**src/rtl/wait_sched_pkg.sv**
```systemverilog
// Shared state and completion-status encodings for the wait scheduler.
package wait_sched_pkg;

    typedef enum logic [1:0] {
        IDLE   = 2'd0,
        WAIT   = 2'd1,
        REPORT = 2'd2
    } state_e;

    typedef enum logic [1:0] {
        EDGE    = 2'b00,
        TIMEOUT = 2'b01,
        ABORT   = 2'b10,
        ERROR   = 2'b11
    } status_e;

endpackage

```
**src/rtl/wait_sched_ctrl_rr_arbiter.sv**
```systemverilog
// Combinational round-robin arbiter: searches req_i upward from ptr_i (wrapping).
// Zero latency; returns a one-hot grant (or zero when disabled/no request) plus its index.
module rr_arbiter #(
    parameter int NB_REQ = 4,
    parameter int ID_W   = $clog2(NB_REQ)
) (
    input  logic [NB_REQ-1:0] req_i,
    input  logic [ID_W-1:0]   ptr_i,
    input  logic              en_i,
    output logic [NB_REQ-1:0] grant_o,
    output logic [ID_W-1:0]   id_o
);

    int   idx;
    logic found;

    always_comb begin
        grant_o = '0;
        id_o    = '0;
        found   = 1'b0;
        idx     = 0;
        for (int i = 0; i < NB_REQ; i++) begin
            idx = int'(ptr_i) + i;
            if (idx >= NB_REQ) begin
                idx = idx - NB_REQ;
            end
            if (en_i && !found && req_i[idx]) begin
                grant_o[idx] = 1'b1;
                id_o         = idx[ID_W-1:0];
                found        = 1'b1;
            end
        end
    end

endmodule

```
**src/rtl/wait_sched_ctrl.sv**
```systemverilog
// Round-robin wait-event engine: grants one requester, waits for its edge, pulses a tagged status.
// Grant is combinational in IDLE only; done pulses the cycle after the deciding edge. WAIT_SCHED_TIMEOUT_EN adds the cycle timeout.
module wait_sched_ctrl
    import wait_sched_pkg::*;
#(
    parameter int NB_REQ    = 4,
    parameter int WAIT_SIZE = 5,
    parameter int SEL_W     = $clog2(WAIT_SIZE),
    parameter int ID_W      = $clog2(NB_REQ),
    parameter int TO_W      = 32
) (
    input  logic                     clk,
    input  logic                     rst,
    input  logic [NB_REQ-1:0]        i_req_valid,
    output logic [NB_REQ-1:0]        o_req_ready,
    input  logic [NB_REQ*SEL_W-1:0]  i_req_sel,
    input  logic [NB_REQ-1:0]        i_req_edge,
    input  logic [NB_REQ*TO_W-1:0]   i_req_timeout,
    input  logic                     i_abort,
    input  logic [WAIT_SIZE-1:0]     i_wait,
    output logic                     o_busy,
    output logic                     o_done_valid,
    output logic [ID_W-1:0]          o_done_id,
    output logic [1:0]               o_done_status
);

    state_e               state_q, state_d;
    status_e              status_q, status_d;
    logic [ID_W-1:0]      rr_ptr_q, rr_ptr_d;
    logic [ID_W-1:0]      id_q, id_d;
    logic [SEL_W-1:0]     sel_q, sel_d;
    logic                 edge_q, edge_d;
    logic [WAIT_SIZE-1:0] s_wait_q;

    logic [NB_REQ-1:0]    grant;
    logic [ID_W-1:0]      grant_id;
    logic                 arb_en;
    logic                 accept;
    logic [SEL_W-1:0]     sel_in;
    logic                 edge_hit;
    logic                 to_hit;

    assign arb_en = (state_q == IDLE) && !rst;

    rr_arbiter #(
        .NB_REQ (NB_REQ),
        .ID_W   (ID_W)
    ) u_arb (
        .req_i   (i_req_valid),
        .ptr_i   (rr_ptr_q),
        .en_i    (arb_en),
        .grant_o (grant),
        .id_o    (grant_id)
    );

    assign o_req_ready = grant;
    assign accept      = |grant;
    assign sel_in      = i_req_sel[int'(grant_id)*SEL_W +: SEL_W];

    // WTR (edge_q=0) wants a 0->1 transition on the selected signal, WTF the reverse.
    assign edge_hit = (i_wait[sel_q] != s_wait_q[sel_q]) && (i_wait[sel_q] == !edge_q);

`ifdef WAIT_SCHED_TIMEOUT_EN
    logic [TO_W-1:0] to_q, to_d;
    logic [TO_W-1:0] cnt_q, cnt_d;

    assign to_hit = (to_q != '0) && (cnt_q == to_q - 1'b1);

    always_comb begin
        to_d  = to_q;
        cnt_d = cnt_q;
        if (accept) begin
            to_d  = i_req_timeout[int'(grant_id)*TO_W +: TO_W];
            cnt_d = '0;
        end else if (state_q == WAIT) begin
            cnt_d = cnt_q + 1'b1;
        end
    end

    always_ff @(posedge clk) begin
        if (rst) begin
            to_q  <= '0;
            cnt_q <= '0;
        end else begin
            to_q  <= to_d;
            cnt_q <= cnt_d;
        end
    end
`else
    logic unused_timeout;
    assign unused_timeout = ^i_req_timeout;
    assign to_hit         = 1'b0;
`endif

    always_comb begin
        state_d  = state_q;
        status_d = status_q;
        rr_ptr_d = rr_ptr_q;
        id_d     = id_q;
        sel_d    = sel_q;
        edge_d   = edge_q;
        case (state_q)
            IDLE: begin
                if (accept) begin
                    id_d     = grant_id;
                    sel_d    = sel_in;
                    edge_d   = i_req_edge[grant_id];
                    rr_ptr_d = (grant_id == ID_W'(NB_REQ - 1)) ? '0 : grant_id + 1'b1;
                    if (int'(sel_in) >= WAIT_SIZE) begin
                        status_d = ERROR;
                        state_d  = REPORT;
                    end else begin
                        state_d  = WAIT;
                    end
                end
            end
            WAIT: begin
                // Priority: abort, then edge, then timeout expiry.
                if (i_abort) begin
                    status_d = ABORT;
                    state_d  = REPORT;
                end else if (edge_hit) begin
                    status_d = EDGE;
                    state_d  = REPORT;
                end else if (to_hit) begin
                    status_d = TIMEOUT;
                    state_d  = REPORT;
                end
            end
            REPORT:  state_d = IDLE;
            default: state_d = IDLE;
        endcase
    end

    always_ff @(posedge clk) begin
        if (rst) begin
            state_q  <= IDLE;
            status_q <= EDGE;
            rr_ptr_q <= '0;
            id_q     <= '0;
            sel_q    <= '0;
            edge_q   <= 1'b0;
            s_wait_q <= '0;
        end else begin
            state_q  <= state_d;
            status_q <= status_d;
            rr_ptr_q <= rr_ptr_d;
            id_q     <= id_d;
            sel_q    <= sel_d;
            edge_q   <= edge_d;
            s_wait_q <= i_wait;
        end
    end

    assign o_busy        = (state_q != IDLE);
    assign o_done_valid  = (state_q == REPORT);
    assign o_done_id     = id_q;
    assign o_done_status = status_q;

endmodule

```
**config.mk**
```make
export PLATFORM = sky130hd
export DESIGN_NAME = wait_sched_ctrl
export DESIGN_NICKNAME = d
export VERILOG_FILES = /design/src/rtl/wait_sched_pkg.sv /design/src/rtl/wait_sched_ctrl_rr_arbiter.sv /design/src/rtl/wait_sched_ctrl.sv
export SDC_FILE = /design/constraint.sdc
export NUM_CORES = 1
export LEC_CHECK = 0
export ABC_AREA = 1
export BUFFER_PORTS_ARGS = -buffer_cell sky130_fd_sc_hd__buf_2
export CAP_MARGIN = 20
export CORE_ASPECT_RATIO = 2
export CORE_UTILIZATION = 30
export DETAILED_ROUTE_END_ITERATION = 6
export PLACE_DENSITY = 0.7
export SLEW_MARGIN = 20
export SYNTH_ARGS = -nofsm -noshare
export SYNTH_HDL_FRONTEND = slang
export SYNTH_SLANG_ARGS = --single-unit
```
**constraint.sdc**
```tcl
create_clock -name clk -period 3.6 [get_ports clk]
set_input_delay 0.9 -clock clk [delete_from_list [all_inputs] [get_ports clk]]
set_output_delay 0.9 -clock clk [all_outputs]
set_load 0.02 [all_outputs]
```
=== After elaboration in Yosys (flattened, before gate mapping) ===
Index checks and enable logic that the tools add are counted.
W data, S select, Z words.

* Order comparisons: 15
* Reduce and logical (&&, ||, !) cells: 25
* Equality and inequality tests: 8
* Multiply operators: 1
* Shifts and indexed selects: 1
* Multiplexer cells: 52
* Add/subtract/negate cells: 8
* Bitwise gates (word level): 3

{| class="wikitable"
|+ Operators with widths
! kind !! number
|-
| $ge A32 B1 Y1 const B || 4
|-
| $lt A32 B4 Y1 const B || 4
|-
| $mux W32 || 4
|-
| $ge A32 B4 Y1 const B || 3
|-
| $sub A32 B4 Y32 const B || 3
|-
| $mux W2 || 13
|-
| $mux W1 || 18
|-
| $mux W4 || 4
|-
| $logic_and A1 B1 Y1 || 13
|-
| $or A4 B4 Y4 || 3
|-
| $shiftx A12 B5 Y3 || 1
|-
| $bmux W1 S2 || 5
|-
| $demux W1 S2 || 4
|-
| $pmux W2 S2 || 2
|-
| $add A2 B2 Y3 const B || 2
|-
| $bmux W1 S3 || 2
|-
| $logic_not A1 Y1 || 5
|-
| $eq A2 B2 Y1 const B || 2
|-
| $lt A3 B4 Y1 const B || 1
|-
| $mul A2 B2 Y4 const B || 1
|-
| $reduce_and A2 Y1 || 2
|-
| $reduce_and A4 Y1 || 1
|-
| $reduce_bool A2 Y1 || 2
|-
| $reduce_or A4 Y1 || 1
|-
| 13 further kinds || 13
|}

* Word-level logic and storage cells: 120
* Input port bits: 156
* Output and inout port bits: 10
* Bits in registers: 17

=== Logic depth before layout (Yosys ltp) ===
* Depth after elaboration: 25
* Depth in mapped cells: 19
* Mapped depth without buffers: 19

=== Cells and area by module ===
Synthesis repeated with hierarchy kept, for this count alone.

* Cell total of the unflattened synthesis: 219
* Area, all modules: 1,446.4 µm²

{| class="wikitable"
|+ Modules (own cells, without submodules)
! module !! instances !! seq. area each (µm²) !! area an instance (µm²) !! cells each
|-
| wait_sched_ctrl || 1 || 340.3 || 948.4 || 138
|-
| rr_arbiter || 1 || 0.0 || 498.0 || 81
|}

=== Least setup slack after synthesis ===
OpenSTA, ideal clock, no wires.

* Path kind: input to output
* Start: in rst
* End: out o_req_ready[1]
* Arrival time: 1.926 ns
* Buffers on the path: 1
* Stages on the path: 4
* Slack: 0.774 ns
* Data required time: 2.700 ns
* Cell sequence: clkbuf_1 -> nor2_4 -> nand3_1 -> o2111ai_1

* Cells in the longest elaborated chain, start to end: 16
* Elaborated cells on any way between the ends: 22
* Those cells by class: 7 x mux; 3 x bitwise; 12 x reduce/logical

{| class="wikitable"
|+ Ends and longest elaborated chain
! item !! line !! source
|-
| start, declared || wait_sched_ctrl.sv:13 || <nowiki>input logic rst,</nowiki>
|-
| $logic_not A1 Y1 * || wait_sched_ctrl.sv:43 || <nowiki>assign arb_en = (state_q == IDLE) && !rst;</nowiki>
|-
| $logic_and A1 B1 Y1 * || wait_sched_ctrl.sv:43 ||
|-
| $logic_and A1 B1 Y1 || wait_sched_ctrl_rr_arbiter.sv:27 || <nowiki>if (en_i && !found && req_i[idx]) begin</nowiki>
|-
| $mux W1 || wait_sched_ctrl_rr_arbiter.sv:27 ||
|-
| $logic_not A1 Y1 || wait_sched_ctrl_rr_arbiter.sv:27 ||
|-
| $logic_and A1 B1 Y1 (2 in a row) || wait_sched_ctrl_rr_arbiter.sv:27 ||
|-
| $mux W1 || wait_sched_ctrl_rr_arbiter.sv:27 ||
|-
| $logic_not A1 Y1 || wait_sched_ctrl_rr_arbiter.sv:27 ||
|-
| $logic_and A1 B1 Y1 (2 in a row) || wait_sched_ctrl_rr_arbiter.sv:27 ||
|-
| $mux W1 || wait_sched_ctrl_rr_arbiter.sv:27 ||
|-
| $logic_not A1 Y1 || wait_sched_ctrl_rr_arbiter.sv:27 ||
|-
| $logic_and A1 B1 Y1 (2 in a row) || wait_sched_ctrl_rr_arbiter.sv:27 ||
|-
| $mux W4 * || wait_sched_ctrl_rr_arbiter.sv:27 ||
|-
| end, declared || wait_sched_ctrl.sv:15 || <nowiki>output logic [NB_REQ-1:0] o_req_ready,</nowiki>
|}

Mark *: on every way between the ends. The rest lies on a longest branch, timed or not.

=== Worst setup path in the final report ===
* Start: reg rr_ptr_q[1]
* End: out o_req_ready[1]

* Cells in the longest elaborated chain, start to end: 19
* Elaborated cells on any way between the ends: 67
* Those cells by class: 7 x add/sub; 12 x order compare; 31 x mux; 3 x bitwise; 14 x reduce/logical

{| class="wikitable"
|+ Ends and longest elaborated chain
! item !! line !! source
|-
| start, declared || wait_sched_ctrl.sv:29 || <nowiki>logic [ID_W-1:0] rr_ptr_q, rr_ptr_d;</nowiki>
|-
| start signal, assigned || wait_sched_ctrl.sv:147 || <nowiki>rr_ptr_q <= rr_ptr_d;</nowiki>
|-
| parallel branches: the longest is 18 deep, another holds $sub A32 B4 Y32 || n/a ||
|-
| $mux W4 * || wait_sched_ctrl_rr_arbiter.sv:27 ||
|}

Every way passes the cells marked *. The select of a mux whose other input is x is not followed.

==> qor.yml <==
cellPowerDensity_nw_per_um2: 786.2
number_of_standard_cell_rows_in_the_floorplan: 34
crit_path_top_delay_cell: "sky130_fd_sc_hd__dfxtp_1"
startpoint_type: "register"
post_cts_setup_bufs: 0
grt_start_max_net_pins: 14
finalSetupViolCount: 0
tritoncts: "built"
drt_iter0_markers: 25
antenna_cells: 0
mappedNetlistArea_um2: 1404
gp_congestion: 0.8352
crit_path_max_incr_delay_ns: 0.47
relSlewSlack_pct: 76.45
maxSlewViolCount: 0
clock_tree_sinks: 17
critPathKind: "reg2out"
design.final.nets: 418
vias: 1521
drtPass1Iterations: 4
cts.reportedPaths.clkPinSlew_ns: 0.06
setup_total_negative_slack_ns: 0
end_kind: "output pin"
clock_skew_ns: 0.003231
wire_length_of_the_first_global_routing_pass_um: 5961
hpwlAfterDp_um: 3016
fin_crit_ns: 3.279
synth_cell_type_count: 28
floorplan.die_area_um2: 4974
fillCellCount: 490
top_cell_by_count_worst_path: "sky130_fd_sc_hd__inv_1"
final_min_period_over_clock_period_pct: 91.10
number_of_standard_cells_after_synthesis: 213
multi_input_area_um2: 933.4
synth_warnings: 0
report.final.hold_viol_count: 0
syn_nets: 378
wl_per_cell_um: 11.64
synth.avg_cell_area_um2: 6.591
grt_pass1_vias: 1491
die_boundary_width_um: 50.37
drive_gt1_share_pct: 26.98
hold-worst-slack_ns: 0.4580
gr-total-overflow: 0
cts.path.max_buffers: 2
cap_viol_max_count: 0
ys_seq_area_share_pct: 24.24
max_freq_ghz: 0.3049
maximum_fanout_along_the_worst_path: 9
layout.cells.most_common_list: "50 x sky130_fd_sc_hd__nand2_1, 37 x sky130_fd_sc_hd__buf_2, 30 x sky130_fd_sc_hd__inv_1"
ir_drop_mv: 0.4160
worstPathCellList: "inv_1, ha_1, inv_1, nand3_1, nand2_2, inv_1, nand3_1, o2111ai_2, buf_2"
number_of_resized_instances_in_the_post_cts_repair_step: 0
cts-buffers-inserted: 3
design.core.area_um2: 4424
io_pins: 166
antenna_found_initial: 0
routed_wl_um: 3563
most_common_library_cell_in_the_layout_ignoring_fill_and_taps: "sky130_fd_sc_hd__nand2_1"
run_status: "complete, no violations"
cts.root.buffer_cell: "sky130_fd_sc_hd__clkbuf_8"
antenna_violating_nets_post_route: 0
syn_to_final_growth_pct: 20.77
cp_data_required_time_ns: 2.70
worst_ep_arrival_time_ns: 2.38
initial_util_pct: 31.73
sequential_cell_area_um2: 340.3
yosys_register_bits: 17
holdBufCountCts: 0
grt_setup_unrepaired: "false"
transition_time_at_the_pin_with_the_least_slew_margin_ns: 0.3524
io_buffer_count: 37
route.detailed.vias_per_inst: 4.971
drcViolationCount: 0
die_height_um: 98.74
min-delay-path-class: "reg2reg"
clock_insertion_delay_worst_skew_ns: 0.25
htree_levels: 1
power_leakage_nw: 0.8867
globalRouteTotalUtil_pct: 15.21
worst max-delay path: cells and delay by family, from the launching register on:
| family | cells | cell delay (ns) |
|---|---|---|
| AO/OA/AOI/OAI | 1 | 0.25 |
| adder cells (fa/ha/maj) | 1 | 0.40 |
| buffers and inverters | 4 | 0.64 |
| flip-flops | 1 | 0.47 |
| AND/OR/NAND/NOR | 3 | 0.37 |
layer usage:
| metal | wire [µm] | track usage, % |
|---|---|---|
| met5 | 0 | 0 |
| met1 | 1281 | 13.88 |
| met2 | 2084 | 30.67 |
| met3 | 80 | 0.7716 |
| met4 | 116 | 8.974 |
synth_stat cells:
cell type	instances	share of area, %
sky130_fd_sc_hd__a211oi_1	1	0.53
sky130_fd_sc_hd__a21oi_1	10	3.6
sky130_fd_sc_hd__a21oi_2	2	1.2
sky130_fd_sc_hd__a31oi_1	1	0.45
sky130_fd_sc_hd__buf_2	1	0.36
sky130_fd_sc_hd__buf_6	1	0.80
sky130_fd_sc_hd__clkbuf_1	1	0.27
sky130_fd_sc_hd__dfxtp_1	17	24
sky130_fd_sc_hd__ha_1	9	8.0
sky130_fd_sc_hd__inv_1	30	8.0
sky130_fd_sc_hd__inv_2	1	0.27
sky130_fd_sc_hd__nand2_1	50	13
sky130_fd_sc_hd__nand2_2	9	4.0
sky130_fd_sc_hd__nand2_4	3	2.4
sky130_fd_sc_hd__nand3_1	21	7.5
sky130_fd_sc_hd__nand3_2	2	1.4
sky130_fd_sc_hd__nand3_4	2	2.5
sky130_fd_sc_hd__nand3b_1	1	0.53
sky130_fd_sc_hd__nand4_1	8	3.6
sky130_fd_sc_hd__nor2_1	20	5.3
sky130_fd_sc_hd__nor2_2	2	0.89
sky130_fd_sc_hd__nor2_4	1	0.80
sky130_fd_sc_hd__nor2_8	1	1.4
sky130_fd_sc_hd__o2111ai_1	2	1.2
sky130_fd_sc_hd__o211ai_2	1	0.89
sky130_fd_sc_hd__o21ai_0	13	4.6
sky130_fd_sc_hd__o21ai_2	2	1.2
sky130_fd_sc_hd__or2_1	1	0.45
worst paths after layout:
kind / from / end / slack [ns] / depth (start not counted)
min reg2reg: o_done_status[0] / o_done_status[0] / 0.46 / 2
max reg2reg: rr_ptr_q[1] / o_done_status[1] / 0.74 / 19
min: o_done_status[0] / o_done_status[0] / 0.46 / 2
max: rr_ptr_q[1] / o_req_ready[1] / 0.32 / 9
where the power goes:
part           total [mW]  leakage [nW]  internal [mW]  switching, mW
logic               0.916         0.723          0.285          0.631
clock network       0.139        0.0228         0.0783         0.0604
registers           0.278         0.141          0.240         0.0380
total                1.33         0.887          0.603          0.729
cells by family after synthesis:
| kind of cell | Yosys count | share of synthesized area [%] |
|---|---|---|
| buffers and inverters | 34 | 9.714 |
| AND/OR/NAND/NOR | 121 | 44.21 |
| AO/OA/AOI/OAI | 32 | 13.82 |
| flip-flops | 17 | 24.24 |
| adder cells (fa/ha/maj) | 9 | 8.022 |
cell type report:
class | count | area share [%]
clock buffer | 4 | 2.657
inverter | 31 | 6.863
multi-input combinational | 162 | 55.06
sequential | 17 | 20.07
tap | 54 | 3.985
timing repair buffer | 38 | 11.37
through the flow:
stage,power (mW),utilization (%),instances,instance area (µm²),setup slack (ns)
after global routing,1.455,38.32,306,1695,0.07799
after floorplan,0.9964,-,213,1404,0.7736
after CTS,1.334,38.18,306,1689,0.2360
final,1.333,38.32,306,1695,0.3206
after detailed placement,1.191,37.16,302,1644,0.5181
after global placement,1.180,37.16,302,1644,0.5513
flip-flops by register name, indices dropped and copies added (netlist names):
signal and flops:
rr_ptr_q 2, s_wait_q 5, o_done_status 2, sel_q 3, state_q 2, o_done_id 2, edge_q 1
Power figures use the tool's default switching activity.
